**config.mk**
```make
export PLATFORM = sky130hd
export DESIGN_NAME = pbkdf2_f_block
export DESIGN_NICKNAME = d
export VERILOG_FILES = /design/src/rtl/pbkdf2_f_block.sv
export SDC_FILE = /design/constraint.sdc
export NUM_CORES = 2
export LEC_CHECK = 0
export CELL_PAD_IN_SITES_DETAIL_PLACEMENT = 1
export CELL_PAD_IN_SITES_GLOBAL_PLACEMENT = 1
export CORE_AREA = 5 5 619 621
export CTS_CLUSTER_SIZE = 24
export DETAILED_ROUTE_END_ITERATION = 6
export DIE_AREA = 0 0 624 626
export PLACE_DENSITY = 0.43
export SETUP_SLACK_MARGIN = 0.1
export SLEW_MARGIN = 15
export SYNTH_ARGS = -nofsm -noshare
export SYNTH_HDL_FRONTEND = slang
export SYNTH_SLANG_ARGS = --single-unit
```
**constraint.sdc**
```tcl
create_clock -name clk_i -period 5.6 [get_ports clk_i]
set_input_delay 1.12 -clock clk_i [delete_from_list [all_inputs] [get_ports clk_i]]
set_output_delay 1.12 -clock clk_i [all_outputs]
set_load 0.03 [all_outputs]
```
**src/rtl/pbkdf2_f_block.sv**
```systemverilog
// PBKDF2 F-function iteration controller: chains c HMAC requests through an
// external hmac_sha256 core and XOR-accumulates every Uj into the result T.
module pbkdf2_f_block #(
  parameter int unsigned iter_width_p = 32
) (
  input  logic                    clk_i,
  input  logic                    rst_i,
  input  logic                    v_i,
  output logic                    r_o,
  input  logic [255:0]            key_i,
  input  logic [255:0]            salt_i,
  input  logic [iter_width_p-1:0] iter_i,
  output logic                    v_o,
  input  logic                    r_i,
  output logic [255:0]            dk_o,
  output logic                    hmac_v_o,
  input  logic                    hmac_r_i,
  output logic [255:0]            hmac_prf_o,
  output logic [255:0]            hmac_salt_o,
  input  logic                    hmac_v_i,
  output logic                    hmac_r_o,
  input  logic [255:0]            hmac_prf_i
);

  typedef enum logic [1:0] {IDLE, ISSUE, WAIT, DONE} state_e;

  state_e                  state_q, state_d;
  logic [255:0]            key_q, key_d;
  logic [255:0]            msg_q, msg_d;
  logic [255:0]            acc_q, acc_d;
  logic [iter_width_p-1:0] cnt_q, cnt_d;

  always_comb begin
    state_d = state_q;
    key_d   = key_q;
    msg_d   = msg_q;
    acc_d   = acc_q;
    cnt_d   = cnt_q;
    case (state_q)
      IDLE: begin
        if (v_i) begin
          key_d   = key_i;
          msg_d   = salt_i;
          acc_d   = '0;
          // c=0 is treated as a single iteration so the counter never wraps
          cnt_d   = (iter_i == '0) ? iter_width_p'(1) : iter_i;
          state_d = ISSUE;
        end
      end
      ISSUE: begin
        if (hmac_r_i) state_d = WAIT;
      end
      WAIT: begin
        if (hmac_v_i) begin
          acc_d   = acc_q ^ hmac_prf_i;
          msg_d   = hmac_prf_i;
          cnt_d   = cnt_q - iter_width_p'(1);
          state_d = (cnt_q == iter_width_p'(1)) ? DONE : ISSUE;
        end
      end
      DONE: begin
        if (r_i) state_d = IDLE;
      end
      default: state_d = IDLE;
    endcase
  end

  always_ff @(posedge clk_i) begin
    if (rst_i) begin
      state_q <= IDLE;
      key_q   <= '0;
      msg_q   <= '0;
      acc_q   <= '0;
      cnt_q   <= '0;
    end else begin
      state_q <= state_d;
      key_q   <= key_d;
      msg_q   <= msg_d;
      acc_q   <= acc_d;
      cnt_q   <= cnt_d;
    end
  end

  assign r_o         = (state_q == IDLE);
  assign hmac_v_o    = (state_q == ISSUE);
  assign hmac_r_o    = (state_q == WAIT);
  assign v_o         = (state_q == DONE);
  assign hmac_prf_o  = key_q;
  assign hmac_salt_o = msg_q;
  assign dk_o        = acc_q;

endmodule

```
==> results.toml <==
[synthesis]
post_synth_instance_area_um2 = 30620
synth.distinct_cells = 57
synth_edf_count = 0
ys_async_sr_fraction_pct = 0
syn_nets = 4464
synth_cells = 3656
syn_avg_cell_area_um2 = 8.376
ys_ff_latch = 802
ys.warnings.count = 0
synthFlopType = "dfxtp_1"
seq_area_frac_synth_pct = 52.43

[drt]
first_iter_violations = 2069
wl_per_cell_um = 30.39
dr.pass1.iters = 5
dr_total_vias = 34164
routed_via_density = 3.313
drc = 0
finalWirelength_um = 313300
drtAntennaViolNets = 0

[critical_path]
crit_fanout = 47
required_ps = 4480
reg2reg_from = "state_q[0]"
crit_end = "hmac_r_o"
crit_path_end_kind = "output port"
crit_type = "reg -> out"
crit_arrival_ps = 2940
start_kind = "flop"
crit_path_start = "state_q[0]"
rr_worst_depth = 5
worstReg2RegEnd = "hmac_salt_o[137]"
r2r_slack_ps = 2380

[pwr]
powerDensity_nw_per_um2 = 363.1
power.leakage_nw = 18.72
power_mw = 20.64
ir_worst_vdd_v = 0.0002542

[clock_network]
post_cts_buffers = 0
cts_tree = "yes"
cts_hold_repair.buffers = 0
cts_num_sinks = 802
clockRootBuffer = "clkbuf_16"
cts_max_path_buffers = 4
cts_resized = 0
clk_pin_slew_worst_paths_ps = 60
h-tree-depth = 3
cts_buffers = 121
clk-insertion-delay-late_ps = 850

[sta]
period_share_pct = 72.59
maxSlewViolCount = 0
fin_skew_ps = 65.12
setup_violations = 0
max_freq_mhz = 246.0
tns_ps = 0
rsz0062_at_grt = "no"
whs_ps = 449.4
hold_viol_final = 0
slew-limit-headroom_pct = 6.287
min_period_ps = 4065
max_slew.worst_pin.slew_ps = 1406

[place]
dpl.hpwl_um = 260800
port-buffer-count = 1577
dp.cells = 10038
gp_congestion = 0.9340

[finish]
instances_no_fill = 10311
final_nets = 5953
final_common_cell = "clkdlybuf4s50_1"
mostFrequentLayoutCells = "clkdlybuf4s50_1, dfxtp_1, nand2_1"
final_core_utilization_pct = 15.07
area_delta_synth_final_pct = 85.61
final_layout_size_suffix_gt1_share_pct = 5.460

[worst_hold_path]
min_path_type = "reg -> reg"

[flow_run]
cap_violations = 0

[floorplanning]
die_area_um2 = 390600
io_pins = 1578
rows = 226
die_w_um = 624
coreArea_um2 = 377200
dieHeight_um = 626
start_util_pct = 8.118

[global_routing]
grt_use_total_pct = 15.25
grt_start_max_net_pins = 142
grt_overflow = 0
grt_antenna_before_repair = 201
grt_pass1_vias = 34750
grt_pass1_wl_um = 392800

[outcome]
status = "finished clean"
## per-layer routing
metal	GRT usage [%]	up-vias	part of all wire (%)
li1	-	15253	-
met1	17.70	16898	40
met2	25.61	1416	48
met3	5.888	519	9.0
met4	5.098	78	3.5
met5	0	-	0.16
## power by group
group          total [mW]  internal [mW]  switching, mW  leakage [nW]
combinational        5.57           2.09           3.49          10.1
clock                8.38           5.01           3.37          2.07
sequential           6.69           6.25          0.440          6.58
total                20.6           13.3           7.29          18.7
## state kept, by name (all words and copies together) (netlist names)
register	flops
dk_o	256
hmac_prf_o	256
cnt_q	32
state_q	2
hmac_salt_o	256
## stage by stage
stage	worst slack (ps)	area, µm²
detailed placement	1289	52460
floorplan	2925	30620
CTS	1320	56690
global route	1309	56790
global placement	1326	52460
finish	1535	56840
## cell type report
cell class	instances	area (µm²)
Sequential cell	802	16060
Antenna cell	57	142.6
Clock buffer	168	3515
Timing Repair Buffer	1643	16570
Clock inverter	48	720.7
Tap cell	5016	6276
Multi-Input combinational cell	2566	13510
Fill cell	44351	320400
Inverter	11	48.80
## Yosys cell counts (all sizes together) (2+ instances only)
master  count  area share (%)
nor2      293             3.6
a311oi      6            0.17
nor3b       8            0.21
a21oi     540             8.8
nand4       5            0.12
a22oi       4           0.098
nor4       25            0.60
or4         4            0.12
xnor2     259             7.4
a21o        2           0.049
buf        27            0.35
a211oi      6            0.16
clkbuf    250             3.1
or3         6            0.12
and2      257             5.3
o21bai      3           0.074
nor3       16            0.30
a31oi       5            0.10
a221oi      2           0.057
dfxtp     802              52
nand3       7            0.11
mux2i      12            0.39
o22ai     262             5.4
o31a        2           0.057
ha          2           0.082
nor2b       8            0.16
nand2b      7            0.14
nand2     791             9.7
and3        2           0.041
o21ai      17            0.28
inv        11            0.13
## critical path, stage by stage (launching register included)
cell and delay (ps):
dfxtp_1 560, nand2b_1 360, inv_8 350, clkdlybuf4s50_1 790
## worst min-delay path by stage
stage	from	depth (start not counted)	end	slack, ps
after global placement	hmac_salt_o[120]	2	hmac_salt_o[120]	440
after floorplan	cnt_q[27]	1	cnt_q[27]	450
after detailed placement	hmac_salt_o[97]	2	hmac_salt_o[97]	450
final	hmac_salt_o[97]	2	hmac_salt_o[97]	450
after global routing	hmac_salt_o[44]	2	hmac_salt_o[44]	470
after CTS	hmac_salt_o[31]	2	hmac_salt_o[31]	450
## kinds of logic (layout without fill, tap and decap cells)
logic type / count (synthesis) / count (layout) / share of synthesized area (%)
other cells: 0 / 57 / 0
simple gates: 1433 / 1433 / 20.59
mux: 13 / 13 / 0.4290
compound gates: 858 / 858 / 15.49
flops: 802 / 802 / 52.43
fa+ha+maj: 2 / 2 / 0.08171
xor+xnor: 260 / 260 / 7.436
buf+inv: 288 / 1870 / 3.547
Note: power is estimated with default switching activity, not from simulation.
